**src/rtl/serial_frame_ctrl.sv**
```systemverilog
// serial_frame_ctrl: frame assembler that sits behind the UART byte receiver.
// Hunts for a sync byte, then collects the length, payload and checksum bytes.
// Only a complete, checksum-correct frame is offered to the consumer. A
// malformed or stalled frame is dropped and reported through frame_err/err_code.
//
// Consumer handshake (frame_valid / frame_ack):
//   - frame_valid rises one cycle after the checksum byte arrives.
//   - While frame_valid is high, the buffer and frame_len are frozen.
//   - frame_valid stays high until frame_ack is seen high on a clock edge.
//     On that edge frame_valid falls and hunting for the next sync byte restarts.
//   - frame_ack has no effect while frame_valid is low.
//   - While a frame is held, every byte that arrives is dropped and pulses overrun.
module serial_frame_ctrl #(
    parameter int                Width        = 8,
    parameter int                MaxLen       = 16,
    parameter int                TimeoutWidth = 16,
    parameter logic [Width-1:0]  Sync         = Width'(8'hA5),
    localparam int               AddrW        = (MaxLen > 1) ? $clog2(MaxLen) : 1
) (
    input  logic              clk,
    input  logic              rst,
    input  logic [Width-1:0]  byte_in,
    input  logic              byte_done,
    output logic              frame_valid,
    output logic [Width-1:0]  frame_len,
    input  logic [AddrW-1:0]  rd_addr,
    output logic [Width-1:0]  rd_data,
    input  logic              frame_ack,
    output logic              frame_err,
    output logic [1:0]        err_code,
    output logic              overrun
);

    typedef enum logic [2:0] {
        HUNT    = 3'd0,
        LEN     = 3'd1,
        PAYLOAD = 3'd2,
        CSUM    = 3'd3,
        DONE    = 3'd4
    } state_t;

    localparam logic [Width-1:0]        MaxLenB   = Width'(MaxLen);
    localparam logic [TimeoutWidth-1:0] TimerMax  = '1;
    localparam logic [1:0]              ErrCsum   = 2'd1;
    localparam logic [1:0]              ErrLen    = 2'd2;
    localparam logic [1:0]              ErrTmo    = 2'd3;

    state_t                  state;
    logic                    byte_done_d;
    logic                    ev;
    logic [TimeoutWidth-1:0] timer;
    logic [TimeoutWidth-1:0] timer_next;
    logic [Width-1:0]        sum;
    logic [AddrW-1:0]        index;
    logic                    in_frame;
    logic                    last_payload;
    logic [Width-1:0]        mem [MaxLen];

    // Rising edge of byte_done marks exactly one new byte.
    assign ev         = byte_done & ~byte_done_d;
    assign timer_next = timer + TimeoutWidth'(1);
    assign in_frame   = (state == LEN) || (state == PAYLOAD) || (state == CSUM);
    // The current payload byte is the final one when index equals frame_len-1.
    assign last_payload = (Width'(index) == (frame_len - Width'(1)));
    assign rd_data    = mem[rd_addr];

    // Frame FSM: byte edge detection, inter-byte timeout, checksum and outputs.
    always_ff @(posedge clk or posedge rst) begin
        if (rst) begin
            state       <= HUNT;
            byte_done_d <= 1'b1;
            timer       <= '0;
            sum         <= '0;
            index       <= '0;
            frame_valid <= 1'b0;
            frame_len   <= '0;
            frame_err   <= 1'b0;
            err_code    <= 2'd0;
            overrun     <= 1'b0;
        end else begin
            byte_done_d <= byte_done;
            frame_err   <= 1'b0;
            overrun     <= 1'b0;

            // Idle cycles inside a frame advance the timer. Reaching all-ones
            // abandons the frame. A byte in the same cycle takes priority.
            if (in_frame && !ev) begin
                if (timer_next == TimerMax) begin
                    frame_err <= 1'b1;
                    err_code  <= ErrTmo;
                    timer     <= '0;
                    state     <= HUNT;
                end else begin
                    timer <= timer_next;
                end
            end

            case (state)
                HUNT: begin
                    timer <= '0;
                    if (ev && (byte_in == Sync)) begin
                        state <= LEN;
                    end
                end
                LEN: begin
                    if (ev) begin
                        timer <= '0;
                        if (byte_in > MaxLenB) begin
                            frame_err <= 1'b1;
                            err_code  <= ErrLen;
                            state     <= HUNT;
                        end else begin
                            frame_len <= byte_in;
                            sum       <= byte_in;
                            index     <= '0;
                            state     <= (byte_in == '0) ? CSUM : PAYLOAD;
                        end
                    end
                end
                PAYLOAD: begin
                    if (ev) begin
                        timer <= '0;
                        sum   <= sum + byte_in;
                        index <= index + AddrW'(1);
                        if (last_payload) begin
                            state <= CSUM;
                        end
                    end
                end
                CSUM: begin
                    if (ev) begin
                        timer <= '0;
                        if (byte_in == sum) begin
                            frame_valid <= 1'b1;
                            state       <= DONE;
                        end else begin
                            frame_err <= 1'b1;
                            err_code  <= ErrCsum;
                            state     <= HUNT;
                        end
                    end
                end
                DONE: begin
                    timer <= '0;
                    if (ev) begin
                        overrun <= 1'b1;
                    end
                    if (frame_ack) begin
                        frame_valid <= 1'b0;
                        state       <= HUNT;
                    end
                end
                default: begin
                    state <= HUNT;
                end
            endcase
        end
    end

    // Payload buffer: written only by payload bytes. It is frozen while a frame is held.
    always_ff @(posedge clk) begin
        if (ev && (state == PAYLOAD)) begin
            mem[index] <= byte_in;
        end
    end

endmodule

```
**config.mk**
```make
export PLATFORM = sky130hd
export DESIGN_NAME = serial_frame_ctrl
export DESIGN_NICKNAME = d
export VERILOG_FILES = /design/src/rtl/serial_frame_ctrl.sv
export SDC_FILE = /design/constraint.sdc
export NUM_CORES = 1
export LEC_CHECK = 0
export ABC_AREA = 1
export BUFFER_PORTS_ARGS = -buffer_cell sky130_fd_sc_hd__buf_2
export CAP_MARGIN = 10
export CORE_UTILIZATION = 60
export CTS_BUF_LIST = sky130_fd_sc_hd__clkbuf_8
export CTS_CLUSTER_SIZE = 8
export DETAILED_ROUTE_END_ITERATION = 16
export PLACE_DENSITY = 0.78
export SLEW_MARGIN = 20
export SYNTH_ARGS = -nofsm -noshare
export SYNTH_HDL_FRONTEND = slang
export SYNTH_SLANG_ARGS = --single-unit
```
**constraint.sdc**
```tcl
create_clock -name clk -period 2.32 [get_ports clk]
set_input_delay 0.348 -clock clk [delete_from_list [all_inputs] [get_ports clk]]
set_output_delay 0.348 -clock clk [all_outputs]
set_load 0.05 [all_outputs]
```
---- Yosys cells after proc, flatten, opt, wreduce, memory -nomap -nowiden ----
Memories as Yosys holds them, arrays and structs flattened.
Index checks and enable logic that the tools add are counted.
word-level totals
  memories ................................ 1
  logic and storage cells ................. 94
  input port bits ......................... 16
  RAM bits ................................ 128
  flip-flop bits (word level) ............. 45
cells by class
  reduce and logical (&&, ||, !) cells .... 15
  multiplexer cells ....................... 46
  $add $sub $neg .......................... 4
  equality and inequality tests ........... 14
  magnitude comparators ................... 1
  bitwise logic cells ..................... 3
memories
  name  words  bits a word  read ports  clocked after memory_dff  wr ports  RTL line  RTL
  mem   16     8            1           0                         1         57        logic [Width-1:0] mem [MaxLen];
operators with widths
  kind                                                           number
  2-to-1 mux 16 bit                                              3
  one-hot mux 16 bit (2 select lines)                            1
  2-to-1 mux 3 bit                                               9
  2-to-1 mux 8 bit                                               3
  adder 16 x 1 -> 16 bit, second input constant                  1
  == test 16 bit, second input constant                          1
  one-hot mux 8 bit (2 select lines)                             1
  one-hot mux 3 bit (5 select lines)                             1
  2-to-1 mux 1 bit                                               14
  2-to-1 mux 2 bit                                               7
  2-to-1 mux 4 bit                                               3
  != test 2 bit, second input constant                           5
  adder 8 bit                                                    1
  == test 4 x 8 -> 1 bit                                         1
  == test 8 bit                                                  1
  == test 8 bit, second input constant                           1
  greater-than comparator 8 x 5 -> 1 bit, second input constant  1
  zero test 8 bit                                                1
  one-hot mux 4 bit (2 select lines)                             1
  AND reduction 4 bit                                            2
  subtractor 8 x 1 -> 8 bit, second input constant               1
  == test 3 x 2 -> 1 bit, second input constant                  2
  adder 4 x 1 -> 4 bit, second input constant                    1
  one-hot mux 1 bit (2 select lines)                             2
  14 further kinds                                               19

---- Logic depth before layout (Yosys ltp) ----
Gate-level depths: netlist of the first run.
  word-level depth ........................ 8
  mapped depth ............................ 14
  depth with buffers taken out ............ 14

---- Least setup slack after synthesis of the first run ----
OpenSTA, ideal clock, no wires.
  path kind ............................... input to output
  from .................................... input port rd_addr[0]
  to ...................................... output port rd_data[1]
  stages .................................. 7
  path slack .............................. 0.292 ns
  data arrival time ....................... 1.680 ns
  buffers on the path ..................... 3
  path through ............................ buf_2 -> buf_2 -> buf_2 -> mux2i_1 -> o211ai_1 -> o211ai_1 -> nand2_1
on the way
  cells in the longest elaborated chain, start to end .. 1
RTL lines
  what                 RTL line  RTL
  start, declared      26        input logic [AddrW-1:0] rd_addr,
  memory (16 x 8 bit)  --
  end, declared        27        output logic [Width-1:0] rd_data,
No other way between the ends.

---- Worst setup path in the final report of the first run ----
  from .................................... register timer[1]
  to ...................................... register timer[4]
on the way
  cells in the longest elaborated chain, start to end .. 6
RTL lines
  what                                   RTL line       RTL
  start, declared                        51             logic [TimeoutWidth-1:0] timer;
  start signal, assigned                 94             timer <= timer_next;
  adder 16 x 1 -> 16 bit *               61             assign timer_next = timer + TimeoutWidth'(1);
  == test 16 bit                         88             if (timer_next == TimerMax) begin
  2-to-1 mux 16 bit *                    88
  2-to-1 mux 16 bit *                    87             if (in_frame && !ev) begin
  2-to-1 mux 16 bit                      106, 121, 131
  one-hot mux 16 bit (2 select lines) *  98             case (state)
Every way passes the cells marked *; elsewhere a longest branch is shown, timed or not.
A chain may end at the register's enable or synchronous reset.

==> run_results.csv, run 1 <==
group,metric,value,unit
status,outcome,"finished, final reports clean",
routing,route.vias.total,6097,
setup_path,cp_top_delay_family,"simple AND/OR/NAND/NOR gates",
setup_path,arrival_time_worst_endpoint,2.46,ns
power,total_power,6.275,mW
placed_design,place_area,0.008700,mm²
synthesis,synth.lib_cells_used.distinct,43,
routing,drcViolationCount,0,
synthesis,synth_most_common_cell,"sky130_fd_sc_hd__edfxtp_1",
cells_and_area,synthToLayoutAreaGrowth,13.32,%
timing,rsz0062_at_grt,"false",
synthesis,yosys.area.top_type_share,0.4743,
synthesis,synth_area_leader_cell,"sky130_fd_sc_hd__edfxtp_1",
synthesis,yosys_register_bits,173,
synthesis,postSynth.asyncResetShare,0.2601,
routing,detail_route.iter0.violations,590,
setup_path,worstPathMaxFanout,16,
cells_and_area,ant_cells,0,
floorplanning,rows,42,
global_route,grt_pass1_vias,5872,
cells_and_area,drive_above_1_share,0.1479,
global_route,grt_first_pass_wirelength,29410,µm
floorplanning,core,0.01319,mm²
global_route,antenna_found_initial,0,
routing,first_pass_iters,5,
floorplanning,die_area,0.01398,mm²
timing,finalSetupTns,0,ns
setup_path,worstSetupStartpointType,"flop",
power,static-leakage-power,3.800,nW
synthesis,synth_enable_flop_cells,128,
placed_design,place.detailed.hpwl,13360,µm
setup_path,critPathRequiredTime,2.63,ns
timing,maxSlewHeadroom,0.5597,
floorplanning,floorplan.io_pins,37,
floorplanning,die_x,118.2,µm
timing,setup-violations-final,0,
cts,cts_inserted_buffers,17,
cts,htreeDepth,4,
setup_path,critical-path-slowest-cell,"sky130_fd_sc_hd__dfrtp_1",
global_route,grt_start_max_net_pins,33,
flow_run,drv.max_cap_violation_count,0,
setup_path,cp-end-kind,"flop",
placed_design,gp_routability_congestion,0.9491,
global_route,global_route.usage.met3,0.05309,
setup_path,timing.setup.critical_path_class,"reg -> reg",
routing,post_drt_via_cell_ratio,5.931,
cts,ctsRootBufferMaster,"sky130_fd_sc_hd__clkbuf_8",
worst_hold_path,hold_class,"in -> reg",
synthesis,synth_top_flop_cell,"sky130_fd_sc_hd__edfxtp_1",
cts,cts.reportedPaths.clkPinSlew,0.08,ns
cells_and_area,post-route-cell-area,0.009184,mm²
cts,tritoncts_clock_tree,"built",
setup_path,crit_path_max_incr_delay,0.42,ns
synthesis,synth_commonest_cells,"sky130_fd_sc_hd__edfxtp_1 (128), sky130_fd_sc_hd__nand2_1 (115), sky130_fd_sc_hd__inv_1 (98), sky130_fd_sc_hd__nor2_1 (61), sky130_fd_sc_hd__o21ai_0 (60)",
synthesis,synth-warning-count,0,
global_route,grt.met1_usage,0.3501,
global_route,globalRoute.busiestLayer,"met2",
synthesis,synth.yosys.seq_area_share,0.6134,
routing,wl_per_cell,18.25,µm
routing,wl,18760,µm
timing,setup_ws,0.1736,ns
cts,clock_latency,0.45,ns
floorplanning,die_h,118.2,µm
timing,timing.final.max_slew_violations,0,
timing,fin_worst_skew,0.01101,ns
power,power_per_cell_area,683.3,mW/mm²
setup_path,crit_buf_inv,0,
synthesis,synthesis.nets,801,
timing,finalHoldViolations,0,
power,ir_worst_vdd,0.3720,mV
global_route,grt.met2_usage,0.4757,
routing,detail-route-antenna-nets,0,
cells_and_area,final_net_count,870,
cts,numClockSinks,173,
placed_design,placement.io_buffers,36,
global_route,grt_overflow,0,
floorplanning,start_util,0.6144,
synthesis,syn_inst_count,770,
synthesis,synth.avg_cell_area,10.52,µm²
synthesis,synth_top_cells_by_area,"sky130_fd_sc_hd__edfxtp_1 (47%), sky130_fd_sc_hd__dfrtp_1 (14%), sky130_fd_sc_hd__nand2_1 (5.3%), sky130_fd_sc_hd__inv_1 (4.5%), sky130_fd_sc_hd__mux2i_1 (4.0%)",
placed_design,worst_setup_timing_slack_at_the_placement_stage,0.1870,ns
synthesis,synth_area,0.008104,mm²
cts,cts_max_path_buffers,2,
timing,fmax,465.9,MHz
timing,period_share,0.9252,
timing,tightestPinTransition,0.6595,ns
setup_path,critical_path.cell_chain,"ha_2 > nand3_2 > nor2_4 > nand3_1 > nand2_1 > nand4_1 > nor2_2 > nand3b_4 > nand3_1 > o21ai_0",
global_route,global_route.usage.total,0.2816,
timing,post-route-min-period,2.146,ns
setup_path,critical_path.most_common_cell,"sky130_fd_sc_hd__nand3_1",
-- per-layer routing --
layer | vias to the layer above | wire length [µm] | share of wire
met5 | - | 0 | 0
met3 | 51 | 1456 | 0.078
met1 | 2909 | 7353 | 0.39
li1 | 2812 | - | -
met2 | 325 | 9347 | 0.50
met4 | 0 | 607 | 0.032
-- cell families after synthesis --
logic type               after synthesis  share of synthesized area
buffers and inverters                128                    0.06175
XOR/XNOR                               9                   0.009726
adder cells (fa/ha/maj)               15                    0.02409
AO/OA/AOI/OAI                        154                     0.1085
flip-flops                           173                     0.6134
multiplexers                          32                    0.03952
AND/OR/NAND/NOR                      259                     0.1430
-- path summary, 6_finish.rpt --
path	depth (start not counted)	startpoint	slack [ns]	end
worst min register to register	2	sum[6]$_DFFE_PP0P_	0.50	sum[6]$_DFFE_PP0P_
worst max-delay path	10	timer[1]$_DFF_PP0_	0.17	timer[4]$_DFF_PP0_
max in group asynchronous	4	rst	1.11	byte_done_d$_DFF_PP1_
worst max register to register	10	timer[1]$_DFF_PP0_	0.17	timer[4]$_DFF_PP0_
min in group asynchronous	3	rst	0.53	timer[8]$_DFF_PP0_
worst min-delay path	3	frame_ack	0.16	state[2]$_DFF_PP0_
-- metrics by stage --
| step | hold slack [ns] | util | cells |
|---|---|---|---|
| 2_1_floorplan | 0.3525 | - | 770 |
| 3_3_place_gp | 0.4639 | 0.6596 | 993 |
| 3_5_place_dp | 0.4657 | 0.6596 | 993 |
| 4_1_cts | 0.1276 | 0.6953 | 1027 |
| 5_1_grt | 0.1456 | 0.6963 | 1028 |
| 6_report | 0.1580 | 0.6963 | 1028 |
-- worst register-to-register path, stage by stage, from the launching register on --
cell	delay [ns]
sky130_fd_sc_hd__dfrtp_1	0.42
sky130_fd_sc_hd__ha_2	0.25
sky130_fd_sc_hd__nand3_2	0.14
sky130_fd_sc_hd__nor2_4	0.25
sky130_fd_sc_hd__nand3_1	0.10
sky130_fd_sc_hd__nand2_1	0.13
sky130_fd_sc_hd__nand4_1	0.13
sky130_fd_sc_hd__nor2_2	0.16
sky130_fd_sc_hd__nand3b_4	0.21
sky130_fd_sc_hd__nand3_1	0.13
sky130_fd_sc_hd__o21ai_0	0.10
-- where the power goes --
group          leakage (nW)  total [mW]  switching, mW  internal (mW)
clock network         0.229        2.31           1.03           1.28
registers              1.72        3.38         0.0260           3.35
logic                  1.85       0.586          0.413          0.174
-- sequential cells by signal (all words and copies together), names as in the netlist, 2 cells and up --
signal / cells
err_code: 2
frame_len: 8
index: 4
mem: 128
state: 3
sum: 8
timer: 16
-- cell usage in the layout (no fill, tap or decap), types with 3 or more instances in the layout --
master,netlist,layout
sky130_fd_sc_hd__inv_1,98,98
sky130_fd_sc_hd__bufinv_16,0,4
sky130_fd_sc_hd__ha_1,14,13
sky130_fd_sc_hd__nor2_2,2,3
sky130_fd_sc_hd__buf_4,1,39
sky130_fd_sc_hd__nand2_1,115,115
sky130_fd_sc_hd__a31oi_1,3,3
sky130_fd_sc_hd__nor4_1,4,4
sky130_fd_sc_hd__clkbuf_8,0,21
sky130_fd_sc_hd__or2_2,3,3
sky130_fd_sc_hd__nor3_1,5,5
sky130_fd_sc_hd__xor2_1,5,5
sky130_fd_sc_hd__a21oi_1,42,42
sky130_fd_sc_hd__o211ai_1,33,33
sky130_fd_sc_hd__clkinv_2,0,3
sky130_fd_sc_hd__nand4_1,12,12
sky130_fd_sc_hd__nand3_1,47,47
sky130_fd_sc_hd__dfrtp_1,44,44
sky130_fd_sc_hd__o21ai_0,60,60
sky130_fd_sc_hd__mux2i_1,32,32
sky130_fd_sc_hd__xnor2_1,4,4
sky130_fd_sc_hd__nor2_1,61,60
sky130_fd_sc_hd__o21ai_1,9,9
sky130_fd_sc_hd__buf_2,7,35
sky130_fd_sc_hd__edfxtp_1,128,128
-- layout make-up --
cell class,count,area (µm²)
fillers,965,4006
repair buffers,78,528.0
clock buffers,21,289.0
multi-input cells,469,2638
inverters,100,375.4
flip-flops and latches,173,4971
well taps,176,220.2
clock inverters,11,162.7
-- timing repair --
item | 4_1_cts | 5_1_grt
gates resized for setup | 0 | 2
setup buffers | 0 | 1
endpoints found under the hold margin | 29 | 0
hold buffers | 2 | 0
setup endpoints to repair | 0 | 67
Power figures use the tool's default switching activity.
==> run 2, diff against run 1 <==
==> constraint.sdc (replaced) <==
create_clock -name clk -period 2.2 [get_ports clk]
set_input_delay 0.44 -clock clk [delete_from_list [all_inputs] [get_ports clk]]
set_output_delay 0.44 -clock clk [all_outputs]
set_load 0.05 [all_outputs]
==> run 2 against run 1 <==
Effect of this change: combinational power increased by 7.2%; final cell count about the same; register-to-register slack about the same; critical path depth decreased by 3; critical endpoint is now rd_data[7]; highest routed layer unchanged.
==> run_results.csv, run 2 (synthesis gave the netlist of run 1 again) <==
group,metric,value,unit
status,outcome,"finished, final reports clean",
cts,clock_latency,0.46,ns
timing,fin_worst_skew,0.008617,ns
cells_and_area,seq_area,0.004972,mm²
routing,detail-route-antenna-nets,0,
setup_path,worstPathMaxFanout,48,
floorplanning,floorplan.io_pins,37,
global_route,grt_start_max_net_pins,49,
floorplanning,core,0.01319,mm²
setup_path,critical_path.cell_chain,"buf_4 > buf_12 > mux2i_1 > o21ai_0 > o211ai_1 > nand2_2 > clkbuf_4",
global_route,grt_pass1_vias,5949,
cts,numClockSinks,173,
placed_design,place.detailed.hpwl,12440,µm
timing,setup-violations-final,0,
power,static-leakage-power,3.813,nW
cells_and_area,reg.largest.list,"mem (128), timer (16)",
setup_path,arrival_time_worst_endpoint,1.70,ns
worst_hold_path,hold_class,"in -> reg",
setup_path,timing.setup.critical_path_class,"in -> out",
cts,tritoncts_clock_tree,"built",
global_route,antenna_found_initial,0,
cts,htreeDepth,4,
routing,drcViolationCount,0,
setup_path,crit_buf_inv,3,
timing,finalHoldViolations,0,
global_route,grt.met1_usage,0.3485,
routing,wl_per_cell,17.75,µm
setup_path,critPathRequiredTime,1.76,ns
cts,cts.reportedPaths.clkPinSlew,0.08,ns
cts,post_cts_hold_buffer_count,0,
floorplanning,die_h,118.2,µm
cells_and_area,drive_above_1_share,0.1606,
global_route,grt.met2_usage,0.4673,
cells_and_area,layout.cells.non_filler,1029,
cts,cts_inserted_buffers,17,
timing,fmax,468.0,MHz
placed_design,place.detailed.instances,993,
global_route,global_route.usage.total,0.2767,
cells_and_area,n_fill_cell,945,
cells_and_area,ant_cells,0,
power,ir_worst_vdd,0.3664,mV
cells_and_area,largest_reg_flops,128,
cells_and_area,post-route-cell-area,0.009268,mm²
global_route,globalRoute.busiestLayer,"met2",
global_route,grt_first_pass_wirelength,29400,µm
timing,timing.final.max_slew_violations,0,
cts,cts_max_path_buffers,2,
placed_design,gp_routability_congestion,0.8507,
floorplanning,die_x,118.2,µm
flow_run,drv.max_cap_violation_count,0,
placed_design,place_area,0.008742,mm²
floorplanning,die_area,0.01398,mm²
timing,period_share,0.9712,
timing,maxSlewHeadroom,0.6128,
setup_path,worstSetupStartpointType,"input port",
cells_and_area,final_net_count,871,
cells_and_area,total_area_of_multi_input_combinational_cells,0.002691,mm²
cells_and_area,synthToLayoutAreaGrowth,14.36,%
cells_and_area,final_common_cell,"sky130_fd_sc_hd__edfxtp_1",
cells_and_area,most-common-layout-cells,"sky130_fd_sc_hd__edfxtp_1 (128), sky130_fd_sc_hd__nand2_1 (106), sky130_fd_sc_hd__inv_1 (100), sky130_fd_sc_hd__nor2_1 (59), sky130_fd_sc_hd__o21ai_0 (55)",
routing,post_drt_via_cell_ratio,5.820,
routing,detail_route.iter0.violations,632,
timing,smallest_hold_slack,0.08820,ns
floorplanning,rows,42,
cells_and_area,max_flop_register,"mem",
timing,tightestPinTransition,0.5807,ns
global_route,grt_overflow,0,
routing,first_pass_iters,5,
setup_path,crit_path_max_incr_delay,0.23,ns
floorplanning,start_util,0.6144,
setup_path,cp_top_delay_family,"buffers and inverters",
cells_and_area,fin_util,0.7026,
setup_path,critical-path-slowest-cell,"sky130_fd_sc_hd__buf_12",
routing,route.vias.total,5989,
routing,wl,18270,µm
placed_design,placement.io_buffers,36,
cts,ctsRootBufferMaster,"sky130_fd_sc_hd__clkbuf_8",
power,power_per_cell_area,714.3,mW/mm²
global_route,global_route.usage.met3,0.04971,
setup_path,cp-end-kind,"primary output",
timing,post-route-min-period,2.137,ns
[run 2: cell count changes in the layout (fill, tap and decap cells not counted), sizes merged]
cell and delta:
buf -1, bufinv +1, clkbuf -1, clkinv +2, clkinvlp -1, dlygate4sd3 -2, inv +2, nor2 +1
[run 2: metal layers]
metal / wire (µm) / part of all wire / vias up
li1: - / - / 2806
met1: 7497 / 0.41 / 2868
met2: 9015 / 0.49 / 263
met3: 1228 / 0.067 / 52
met4: 526 / 0.029 / 0
met5: 0 / 0 / -
[run 2: area by class of cell]
type | count | area share
Inverter | 100 | 0.04050
Clock buffer | 17 | 0.02525
Timing Repair Buffer | 78 | 0.06156
Multi-Input combinational cell | 470 | 0.2904
Sequential cell | 173 | 0.5365
Clock inverter | 15 | 0.02201
Tap cell | 176 | 0.02376
[run 2: through the flow]
step / setup TNS, ns / power [mW] / worst slack [ns]
2_1_floorplan: 0 / 4.024 / 0.008034
3_3_place_gp: 0 / 4.217 / 0.1049
3_5_place_dp: 0 / 4.241 / 0.03917
4_1_cts: 0 / 6.625 / 0.009972
5_1_grt: -0.02865 / 6.809 / -0.01291
6_report: 0 / 6.620 / 0.06328
[run 2: what timing repair did]
| action | 4_1_cts | 5_1_grt |
|---|---|---|
| gates resized for setup | 0 | 25 |
| setup buffers | 0 | 3 |
| setup endpoints to repair | 0 | 25 |
| endpoints found under the hold margin | 0 | 0 |
[run 2: path summary, 6_finish.rpt]
path	from	to	slack, ns	depth (start not counted)
setup / recovery	rd_addr[0]	rd_data[7]	0.06	7
hold / removal	byte_done	byte_done_d$_DFF_PP1_	0.09	1
setup reg to reg	timer[0]$_DFF_PP0_	state[1]$_DFF_PP0_	0.16	11
hold reg to reg	sum[3]$_DFFE_PP0P_	sum[3]$_DFFE_PP0P_	0.51	2
max in group asynchronous	rst	timer[2]$_DFF_PP0_	1.68	3
min in group asynchronous	rst	timer[12]$_DFF_PP0_	0.10	3
[run 2: report_power, final]
| group | switching (mW) | total, mW | internal (mW) | leakage (nW) |
|---|---|---|---|---|
| registers | 0.0283 | 3.56 | 3.53 | 1.72 |
| clock network | 1.10 | 2.43 | 1.33 | 0.229 |
| logic | 0.432 | 0.628 | 0.197 | 1.86 |
| total | 1.56 | 6.62 | 5.06 | 3.81 |
==> run 3, diff against run 2 <==
--- a/config.mk
+++ b/config.mk
@@ -9,7 +9,7 @@
 export BUFFER_PORTS_ARGS = -buffer_cell sky130_fd_sc_hd__buf_2
 export CAP_MARGIN = 10
 export CORE_UTILIZATION = 60
-export CTS_BUF_LIST = sky130_fd_sc_hd__clkbuf_8
+export CTS_BUF_LIST = sky130_fd_sc_hd__clkbuf_16
 export CTS_CLUSTER_SIZE = 8
 export DETAILED_ROUTE_END_ITERATION = 16
 export PLACE_DENSITY = 0.78
==> run 3 against run 2 <==
Effect of this change: clock-buffer cell count unchanged; largest cell class unchanged; first-iteration DRC count down 6.5%; final area up 2.3%; largest power group unchanged; combinational power about the same; register-to-register slack better by 0.02 ns.
==> run_results.csv, run 3 (synthesis gave the netlist of run 1 again) <==
group,metric,value,unit
floorplanning,die_area,0.01398,mm²
cells_and_area,n_fill_cell,914,
cells_and_area,largest_reg_flops,128,
setup_path,worstPathMaxFanout,48,
power,static-leakage-power,3.928,nW
timing,maxSlewHeadroom,0.6086,
cells_and_area,synthToLayoutAreaGrowth,16.94,%
cells_and_area,reg.largest.list,"mem (128), timer (16)",
power,power_per_cell_area,777.9,mW/mm²
placed_design,place.detailed.hpwl,12440,µm
timing,tightestPinTransition,0.5871,ns
setup_path,worstSetupStartpointType,"input port",
power,switching_share,0.2230,
setup_path,crit_path_max_incr_delay,0.26,ns
cells_and_area,most-common-layout-cells,"sky130_fd_sc_hd__edfxtp_1 (128), sky130_fd_sc_hd__nand2_1 (106), sky130_fd_sc_hd__inv_1 (100), sky130_fd_sc_hd__nor2_1 (59), sky130_fd_sc_hd__o21ai_0 (57)",
floorplanning,die_h,118.2,µm
timing,timing.final.max_slew_violations,0,
timing,setup-violations-final,0,
cells_and_area,final_common_cell,"sky130_fd_sc_hd__edfxtp_1",
routing,detail-route-antenna-nets,0,
power,ir_worst_vdd,0.6258,mV
cells_and_area,post-route-cell-area,0.009477,mm²
cts,numClockSinks,173,
timing,smallest_hold_slack,0.1263,ns
cells_and_area,fin_util,0.7185,
cells_and_area,max_flop_register,"mem",
routing,post_drt_via_cell_ratio,5.855,
timing,setup_ws,0.06338,ns
flow_run,drv.max_cap_violation_count,0,
setup_path,cp-end-kind,"primary output",
cells_and_area,drive_above_1_share,0.1628,
routing,drcViolationCount,0,
setup_path,crit-reg2reg-launch,"timer[0]$_DFF_PP0_",
timing,post-route-min-period,2.137,ns
routing,first_pass_iters,5,
routing,route.vias.total,6037,
cells_and_area,layout.cells.non_filler,1031,
timing,finalSetupTns,0,ns
cts,post_cts_hold_buffer_count,0,
cts,tritoncts_clock_tree,"built",
timing,finalHoldViolations,0,
setup_path,critical_path.cell_chain,"buf_4 > buf_16 > a21oi_1 > o21ai_0 > o211ai_1 > o211ai_1 > nand2_2 > buf_2",
cts,cts.reportedPaths.clkPinSlew,0.06,ns
cts,clock_latency,0.43,ns
worst_hold_path,timing.hold.worst_path_depth,1,
status,outcome,"finished, final reports clean",
setup_path,arrival_time_worst_endpoint,1.70,ns
placed_design,place.detailed.instances,993,
power,pwr-share-clk,0.431,
worst_hold_path,worst_hold_startpoint,"byte_done",
setup_path,critPathRequiredTime,1.76,ns
global_route,antenna_found_initial,1,
routing,detail_route.iter0.violations,591,
worst_hold_path,worst_hold_path.endpoint,"byte_done_d$_DFF_PP1_",
global_route,grt_overflow,0,
floorplanning,rows,42,
global_route,grt_pass1_vias,6004,
setup_path,critical_path.most_common_cell,"sky130_fd_sc_hd__o211ai_1",
floorplanning,start_util,0.6144,
setup_path,rrSetupSlack,0.18,ns
routing,wl_per_cell,18.24,µm
power,p_sw,1.644,mW
placed_design,place_area,0.008742,mm²
cts,htreeDepth,4,
power,power_report.internal_total,5.727,mW
timing,period_share,0.9712,
placed_design,gp_routability_congestion,0.8507,
power,total_power,7.371,mW
worst_hold_path,hold_class,"in -> reg",
setup_path,critical-path-slowest-cell,"sky130_fd_sc_hd__buf_2",
setup_path,r2r.worst_path.cells,10,
timing,fmax,468.0,MHz
global_route,grt_start_max_net_pins,49,
global_route,global_route.usage.total,0.2836,
power,power.combinational.fraction,0.085,
setup_path,crit-reg2reg-capture,"state[1]$_DFF_PP0_",
placed_design,worst_setup_timing_slack_at_the_placement_stage,0.03917,ns
cts,cts_inserted_buffers,17,
floorplanning,floorplan.io_pins,37,
cts,cts_max_path_buffers,2,
placed_design,placement.io_buffers,36,
timing,fin_worst_skew,0.008917,ns
global_route,grt_first_pass_wirelength,30100,µm
cts,ctsRootBufferMaster,"sky130_fd_sc_hd__clkbuf_16",
floorplanning,core,0.01319,mm²
setup_path,timing.setup.critical_path_class,"in -> out",
power,power.share.sequential,0.484,
floorplanning,die_x,118.2,µm
cells_and_area,final_net_count,872,
routing,wl,18810,µm
## run 3: what timing repair did
action,4_1_cts,5_1_grt
setup buffers,0,3
resized for setup,0,20
endpoints found under the setup margin,0,23
## run 3: worst max-delay path by stage
stage / from / end / cells after the start / slack [ns]
2_1_floorplan: rd_addr[0] / rd_data[5] / 7 / 0.008
4_1_cts: timer[1]$_DFF_PP0_ / state[0]$_DFF_PP0_ / 12 / 0.02
3_3_place_gp: rd_addr[0] / rd_data[0] / 7 / 0.10
3_5_place_dp: timer[1]$_DFF_PP0_ / state[0]$_DFF_PP0_ / 12 / 0.04
5_1_grt: mem[1][0]$_DFFE_PP_ / rd_data[0] / 7 / -0.0005
6_report: rd_addr[0] / rd_data[7] / 8 / 0.06
## run 3: metal layers
metal	vias to the layer above	wire, µm	track usage
met1	2915	7454	0.3540
met5	-	0	0
met3	51	1393	0.05743
li1	2825	-	-
met2	246	9424	0.4779
met4	0	532	0.1282
## run 3: worst max-delay path, delay by kind of cell
kind            cells  cell delay [ns]
compound gates      4             0.56
buf+inv             3             0.58
simple gates        1             0.08
## run 3: cell type report
type	count	area [µm²]	share of cell area
Antenna cell	1	2.502	0.0002641
Inverter	100	375.4	0.03961
Tap cell	176	220.2	0.02324
Multi-Input combinational cell	471	2711	0.2861
Clock inverter	15	203.9	0.02152
Clock buffer	17	425.4	0.04489
Timing Repair Buffer	78	564.3	0.05955
Sequential cell	173	4974	0.5248
## run 3: power groups by stage
stage	logic, mW	clock network [mW]	registers (mW)
final	0.630	3.17	3.57
after global routing	0.686	3.33	3.57
after CTS	0.616	3.20	3.56
after detailed placement	0.610	0	3.63
after global placement	0.588	0	3.63
after floorplan	0.370	0	3.65
